--- src/rtl/fetch_ctrl.sv ---
`default_nettype none
// ============================================================================
//  Module      : fetch_ctrl
//  Description : Instruction-fetch sequencer. It steps the program counter,
//                resolves taken branches through an external target lookup
//                table (one wait cycle), and supports stall, halt and restart.
//  Revision    : 1.0 - initial release
// ============================================================================
module fetch_ctrl #(
    parameter int PC_W     = 10,
    parameter int START_PC = 0
) (
    input  logic            Clk,
    input  logic            Reset,
    input  logic            Start,
    input  logic            Stall,
    input  logic            Halt,
    input  logic            BrReq,
    input  logic            BrTaken,
    input  logic            BrRel,
    input  logic [3:0]      BrIdx,
    output logic [3:0]      LutAddr,
    input  logic [15:0]     Target,
    output logic [PC_W-1:0] ProgCtr,
    output logic            FetchValid,
    output logic            Done
);

    typedef enum logic [1:0] {
        S_IDLE    = 2'd0,
        S_RUN     = 2'd1,
        S_BR_WAIT = 2'd2,
        S_DONE    = 2'd3
    } state_t;

    localparam logic [PC_W-1:0] c_START_PC = PC_W'(START_PC);

    state_t          r_state, w_state_nxt;
    logic [PC_W-1:0] r_pc, w_pc_nxt;
    logic [3:0]      r_lut_addr, w_lut_addr_nxt;
    logic            r_br_rel, w_br_rel_nxt;
    logic            r_armed, w_armed_nxt;

    // Only the low PC_W bits of the table entry form a target; a relative
    // offset in two's complement wraps correctly using just these bits.
    logic [PC_W-1:0] w_tgt;
    assign w_tgt = Target[PC_W-1:0];

    generate
        if (PC_W < 16) begin : g_unused_target
            logic w_unused_tgt;
            assign w_unused_tgt = ^Target[15:PC_W];
        end
    endgenerate

    // State and datapath registers; reset drops any branch in flight.
    always_ff @(posedge Clk or posedge Reset) begin
        if (Reset) begin
            r_state    <= S_IDLE;
            r_pc       <= c_START_PC;
            r_lut_addr <= 4'd0;
            r_br_rel   <= 1'b0;
            r_armed    <= 1'b0;
        end else begin
            r_state    <= w_state_nxt;
            r_pc       <= w_pc_nxt;
            r_lut_addr <= w_lut_addr_nxt;
            r_br_rel   <= w_br_rel_nxt;
            r_armed    <= w_armed_nxt;
        end
    end

    // Next-state logic: Start > Stall > Halt > taken branch > increment.
    always_comb begin
        w_state_nxt    = r_state;
        w_pc_nxt       = r_pc;
        w_lut_addr_nxt = r_lut_addr;
        w_br_rel_nxt   = r_br_rel;
        w_armed_nxt    = r_armed;

        if (Start) begin
            w_state_nxt = S_IDLE;
            w_pc_nxt    = c_START_PC;
            w_armed_nxt = 1'b1;
        end else if (!Stall) begin
            case (r_state)
                S_IDLE: begin
                    // Armed only by a Start that has since been released.
                    if (r_armed) begin
                        w_state_nxt = S_RUN;
                        w_armed_nxt = 1'b0;
                    end
                end
                S_RUN: begin
                    if (Halt) begin
                        w_state_nxt = S_DONE;
                    end else if (BrReq && BrTaken) begin
                        w_lut_addr_nxt = BrIdx;
                        w_br_rel_nxt   = BrRel;
                        w_state_nxt    = S_BR_WAIT;
                    end else begin
                        w_pc_nxt = r_pc + 1'b1;
                    end
                end
                S_BR_WAIT: begin
                    // Table output for the latched index is valid now.
                    w_pc_nxt    = r_br_rel ? (r_pc + w_tgt) : w_tgt;
                    w_state_nxt = S_RUN;
                end
                S_DONE: begin
                    w_state_nxt = S_DONE;
                end
                default: begin
                    w_state_nxt = S_IDLE;
                end
            endcase
        end
    end

    assign LutAddr    = r_lut_addr;
    assign ProgCtr    = r_pc;
    assign FetchValid = (r_state == S_RUN);
    assign Done       = (r_state == S_DONE);

endmodule
`default_nettype wire
--- config.mk ---
export PLATFORM = sky130hd
export DESIGN_NAME = fetch_ctrl
export DESIGN_NICKNAME = d
export VERILOG_FILES = /design/src/rtl/fetch_ctrl.sv
export SDC_FILE = /design/constraint.sdc
export NUM_CORES = 1
export LEC_CHECK = 0
export CAP_MARGIN = 20
export CORE_MARGIN = 1
export CORE_UTILIZATION = 25
export CTS_CLUSTER_SIZE = 20
export DETAILED_ROUTE_END_ITERATION = 7
export PLACE_DENSITY = 0.44
export RECOVER_POWER = 100
export SLEW_MARGIN = 20
export SYNTH_ARGS = -nofsm -noshare
export SYNTH_HDL_FRONTEND = slang
export SYNTH_SLANG_ARGS = --single-unit
--- constraint.sdc ---
create_clock -name Clk -period 5.3 [get_ports Clk]
set_input_delay 0.795 -clock Clk [delete_from_list [all_inputs] [get_ports Clk]]
set_output_delay 0.795 -clock Clk [all_outputs]
set_load 0.03 [all_outputs]
==> impl_results.html <==
<table>
<tr><th>Metric</th><th>Value</th></tr>
<tr><th colspan="2">Clock network</th></tr>
<tr><td>Buffer depth of the longest clock path</td><td>2</td></tr>
<tr><td>Buffer type at the clock tree root</td><td>sky130_fd_sc_hd__clkbuf_8</td></tr>
<tr><td>Post-CTS setup buffers</td><td>0</td></tr>
<tr><td># H-tree levels</td><td>1</td></tr>
<tr><td>Clock transition at the registers of the reported paths</td><td>0.06 ns</td></tr>
<tr><td>CTS tree</td><td>built</td></tr>
<tr><td>Post-CTS Resized</td><td>0</td></tr>
<tr><td>Number of clock buffers inserted by TritonCTS</td><td>3</td></tr>
<tr><td>CTS sink cnt</td><td>18</td></tr>
<tr><td>CTS Hold Bufs</td><td>0</td></tr>
<tr><td>Clock latency on the worst-skew pair</td><td>0.25 ns</td></tr>
<tr><th colspan="2">STA</th></tr>
<tr><td>Upper clock frequency limit</td><td>0.316 GHz</td></tr>
<tr><td>Fin crit share</td><td>0.596</td></tr>
<tr><td>Hold Fails Final Rpt</td><td>0</td></tr>
<tr><td>Worst slew margin relative to its limit</td><td>0.220</td></tr>
<tr><td>Max Slew Vio Count</td><td>0</td></tr>
<tr><td>Clk_skew</td><td>0.00415 ns</td></tr>
<tr><td>Number of failing setup endpoints in the final timing report</td><td>0</td></tr>
<tr><td>Transition time of the tightest slew-check pin</td><td>1.17 ns</td></tr>
<tr><td>Final period demand of the worst path</td><td>3.16 ns</td></tr>
<tr><td>Post-route setup TNS</td><td>0 ns</td></tr>
<tr><td>Unrepaired setup endpoints after global routing</td><td>false</td></tr>
<tr><th colspan="2">GRT</th></tr>
<tr><td>Maximum number of pins on one net before global-route repair</td><td>20</td></tr>
<tr><td>Number of antenna violations at the first check in global routing</td><td>0</td></tr>
<tr><td>Overall overflow remaining after global route</td><td>0</td></tr>
<tr><td>First-pass GRT wire length</td><td>6.35 mm</td></tr>
<tr><td>Total global routing track utilization</td><td>0.127</td></tr>
<tr><td>Number of global-route vias before repair</td><td>1361</td></tr>
<tr><th colspan="2">Worst setup path</th></tr>
<tr><td>Arrival @ worst endpoint</td><td>3.26 ns</td></tr>
<tr><td>Type of the worst setup path</td><td>in2reg</td></tr>
<tr><td>Critical path required time</td><td>5.40 ns</td></tr>
<tr><td>Largest fanout on the critical path</td><td>19</td></tr>
<tr><td>Crit path capture type</td><td>flop</td></tr>
<tr><td>Startpoint type of the worst setup path</td><td>input pin</td></tr>
<tr><th colspan="2">Yosys</th></tr>
<tr><td>Cell variety after synth</td><td>50</td></tr>
<tr><td>Xor-xnor portion of the synthesized cell area</td><td>0.0285</td></tr>
<tr><td>Net Count, Synth</td><td>222</td></tr>
<tr><td>Simple logic cell fraction of the synthesized area</td><td>0.266</td></tr>
<tr><td>Register bit count reported by yosys</td><td>18</td></tr>
<tr><td>Post-synthesis adder-cell area fraction</td><td>0.0944</td></tr>
<tr><td>Compound-cell area share of the yosys netlist</td><td>0.212</td></tr>
<tr><td>Post-synthesis area per instance</td><td>8.40 um^2</td></tr>
<tr><td>Synth top area share</td><td>0.293</td></tr>
<tr><td>Fraction of the yosys area taken by sequential cells</td><td>0.293</td></tr>
<tr><td>Proportion of register bits with asynchronous set or reset after synthesis</td><td>1.00</td></tr>
<tr><td>Dominant register cell in the synthesized netlist</td><td>sky130_fd_sc_hd__dfrtp_1</td></tr>
<tr><td>Post-synth design cell area</td><td>1540 um^2</td></tr>
<tr><td>Dominant combinational cell family by area after synthesis</td><td>simple AND/OR/NAND/NOR gates</td></tr>
<tr><td>Yosys Warn Count</td><td>0</td></tr>
<tr><td>Number of flops mapped to enable cells by yosys</td><td>0</td></tr>
<tr><td>Library cell with the largest summed area after synthesis</td><td>sky130_fd_sc_hd__dfrtp_1</td></tr>
<tr><td>Top cells by area in the synthesized netlist</td><td>sky130_fd_sc_hd__dfrtp_1, sky130_fd_sc_hd__ha_1, sky130_fd_sc_hd__nor2_1</td></tr>
<tr><td>Number of standard cells after synthesis</td><td>183</td></tr>
<tr><td>Multiplexer area fraction after synthesis</td><td>0.0732</td></tr>
<tr><th colspan="2">Pwr</th></tr>
<tr><td>Clock network fraction of total power</td><td>0.251</td></tr>
<tr><td>Sw frac</td><td>0.324</td></tr>
<tr><td>Power density normalized to cell area</td><td>187 nW/um^2</td></tr>
<tr><td>Internal Dissipation</td><td>0.253 mW</td></tr>
<tr><td>Leak pwr</td><td>0.862 nW</td></tr>
<tr><td>Maximum ir drop on the vdd rail</td><td>0.116 mV</td></tr>
<tr><td>Switching pwr</td><td>0.121 mW</td></tr>
<tr><td>Total Power Consumption</td><td>0.373 mW</td></tr>
<tr><td>Sequential power share</td><td>0.438</td></tr>
<tr><td>Comb power frac</td><td>0.311</td></tr>
<tr><th colspan="2">Hold path</th></tr>
<tr><td>Type of the tightest min-delay check</td><td>reg2reg</td></tr>
<tr><th colspan="2">Floorplan</th></tr>
<tr><td>Floorplan row count</td><td>28</td></tr>
<tr><td>Die area</td><td>6470 um^2</td></tr>
<tr><td>Die height</td><td>80.4 um</td></tr>
<tr><td>Initial core utilization</td><td>0.260</td></tr>
<tr><td>Top-Level Pins</td><td>44</td></tr>
<tr><td>Horizontal die dimension</td><td>80.4 um</td></tr>
<tr><td>Area inside the core boundary</td><td>5920 um^2</td></tr>
<tr><th colspan="2">Layout</th></tr>
<tr><td>Post-layout util</td><td>0.338</td></tr>
<tr><td>Area growth from synthesis to layout</td><td>30.1%</td></tr>
<tr><td>Total number of nets in the final design</td><td>256</td></tr>
<tr><td>Most frequent cells in the layout</td><td>sky130_fd_sc_hd__nor2_1, sky130_fd_sc_hd__dlygate4sd3_1, sky130_fd_sc_hd__dfrtp_1, sky130_fd_sc_hd__clkdlybuf4s50_1, sky130_fd_sc_hd__a21oi_1</td></tr>
<tr><td>Antenna diodes</td><td>0</td></tr>
<tr><td>Fraction of layout instances using a drive strength above 1</td><td>0.0651</td></tr>
<tr><td>Leading cell type in the layout, fill and taps excluded</td><td>sky130_fd_sc_hd__nor2_1</td></tr>
<tr><th colspan="2">Drt</th></tr>
<tr><td>Count of unresolved DRC violations after routing</td><td>0</td></tr>
<tr><td>Total routed wirelength</td><td>3.93 mm</td></tr>
<tr><td>Violation count after the first detailed-routing iteration</td><td>80</td></tr>
<tr><td>Number of vias in the routed layout</td><td>1458</td></tr>
<tr><td>Drt first pass iters</td><td>4</td></tr>
<tr><td>Antenna-violating nets left</td><td>0</td></tr>
<tr><td>Vias per Instance</td><td>5.03</td></tr>
<tr><td>Post-detailed-route wirelength per cell</td><td>13.5 um</td></tr>
<tr><th colspan="2">Placement</th></tr>
<tr><td>Sum of net half-perimeters after detailed placement</td><td>2.91 mm</td></tr>
<tr><td>IO Port Bufs</td><td>37</td></tr>
<tr><td>Weighted congestion reported at the end of routability-driven placement</td><td>0.732</td></tr>
<tr><th colspan="2">Outcome</th></tr>
<tr><td>Result of the run</td><td>finished, final reports clean</td></tr>
<tr><th colspan="2">Run</th></tr>
<tr><td>Number of maximum-capacitance constraint violations</td><td>0</td></tr>
</table>
## sequential cells by signal, summed over array words and instances, names as in the netlist
| name | flops |
|---|---|
| ProgCtr | 10 |
| LutAddr | 4 |
| r_state | 2 |
| r_br_rel | 1 |
| r_armed | 1 |
## cell usage after synthesis (3+ instances only)
cell type	n
sky130_fd_sc_hd__dfrtp_1	18
sky130_fd_sc_hd__nand4_1	3
sky130_fd_sc_hd__o21a_1	3
sky130_fd_sc_hd__a31oi_1	3
sky130_fd_sc_hd__inv_1	4
sky130_fd_sc_hd__nor2b_1	6
sky130_fd_sc_hd__nand2b_1	3
sky130_fd_sc_hd__a21oi_1	16
sky130_fd_sc_hd__nand2_1	9
sky130_fd_sc_hd__xnor2_1	3
sky130_fd_sc_hd__and3_1	5
sky130_fd_sc_hd__nand3_1	5
sky130_fd_sc_hd__mux2_2	6
sky130_fd_sc_hd__mux2i_1	3
sky130_fd_sc_hd__nor2_1	24
sky130_fd_sc_hd__o21ai_0	6
sky130_fd_sc_hd__o21ai_1	3
sky130_fd_sc_hd__clkbuf_1	6
sky130_fd_sc_hd__ha_1	10
sky130_fd_sc_hd__nor3_1	7
## logic make-up after synthesis
logic type      Yosys count
buf+inv                  13
mux                      10
fa+ha+maj                11
compound gates           49
flops                    18
xor+xnor                  5
simple gates             77
## power groups by stage
stage | clock network (mW) | registers [mW] | logic [mW]
floorplan | 0 | 0.172 | 0.0678
CTS | 0.100 | 0.164 | 0.123
global route | 0.107 | 0.166 | 0.129
global placement | 0 | 0.167 | 0.122
detailed placement | 0 | 0.167 | 0.122
finish | 0.0937 | 0.163 | 0.116
## worst max-delay path, cell delays in order
cell and delay [ns]:
sky130_fd_sc_hd__dlygate4sd3_1 0.56, sky130_fd_sc_hd__a21oi_1 0.21, sky130_fd_sc_hd__a21oi_1 0.12, sky130_fd_sc_hd__nor2_1 0.88, sky130_fd_sc_hd__o21ai_0 0.22, sky130_fd_sc_hd__a22o_1 0.28, sky130_fd_sc_hd__a21oi_1 0.13, sky130_fd_sc_hd__nor3_1 0.06
## final timing paths
kind | startpoint | to | slack [ns] | cells past startpoint
hold reg to reg | LutAddr[2] | LutAddr[2] | 0.50 | 1
setup / recovery | BrReq | ProgCtr[3] | 2.14 | 8
hold / removal | LutAddr[2] | LutAddr[2] | 0.50 | 1
max in group asynchronous | Reset | ProgCtr[3] | 3.74 | 2
min in group asynchronous | Reset | r_state[0] | 1.10 | 2
setup reg to reg | r_state[1] | ProgCtr[3] | 2.67 | 8
## area by class of cell
cell class,count,area (um^2)
Clock buffer,3,41.3
Multi-Input combinational cell,152,1020
Inverter,4,15.0
Timing Repair Buffer,38,378
Fill cell,638,3920
Tap cell,75,93.8
Sequential cell,18,450
## metal layers
layer	routed length, um	GRT usage	vias to the layer above	part of all wire
li1	-	-	746	-
met1	1950	0.168	683	0.50
met2	1830	0.216	27	0.46
met3	137	0.0239	2	0.035
met4	11	0.0214	0	0.0028
met5	0	0	-	0
## through the flow
stage | std cells | hold WS (ns) | cell area [um^2] | setup slack [ns]
after floorplan | 183 | 0.475 | 1540 | 2.82
after global placement | 287 | 0.496 | 1970 | 2.14
after detailed placement | 287 | 0.498 | 1970 | 2.15
after CTS | 290 | 0.517 | 2010 | 2.40
after global routing | 290 | 0.526 | 2000 | 1.94
final | 290 | 0.503 | 2000 | 2.14
(Power assumes the default switching activity.)
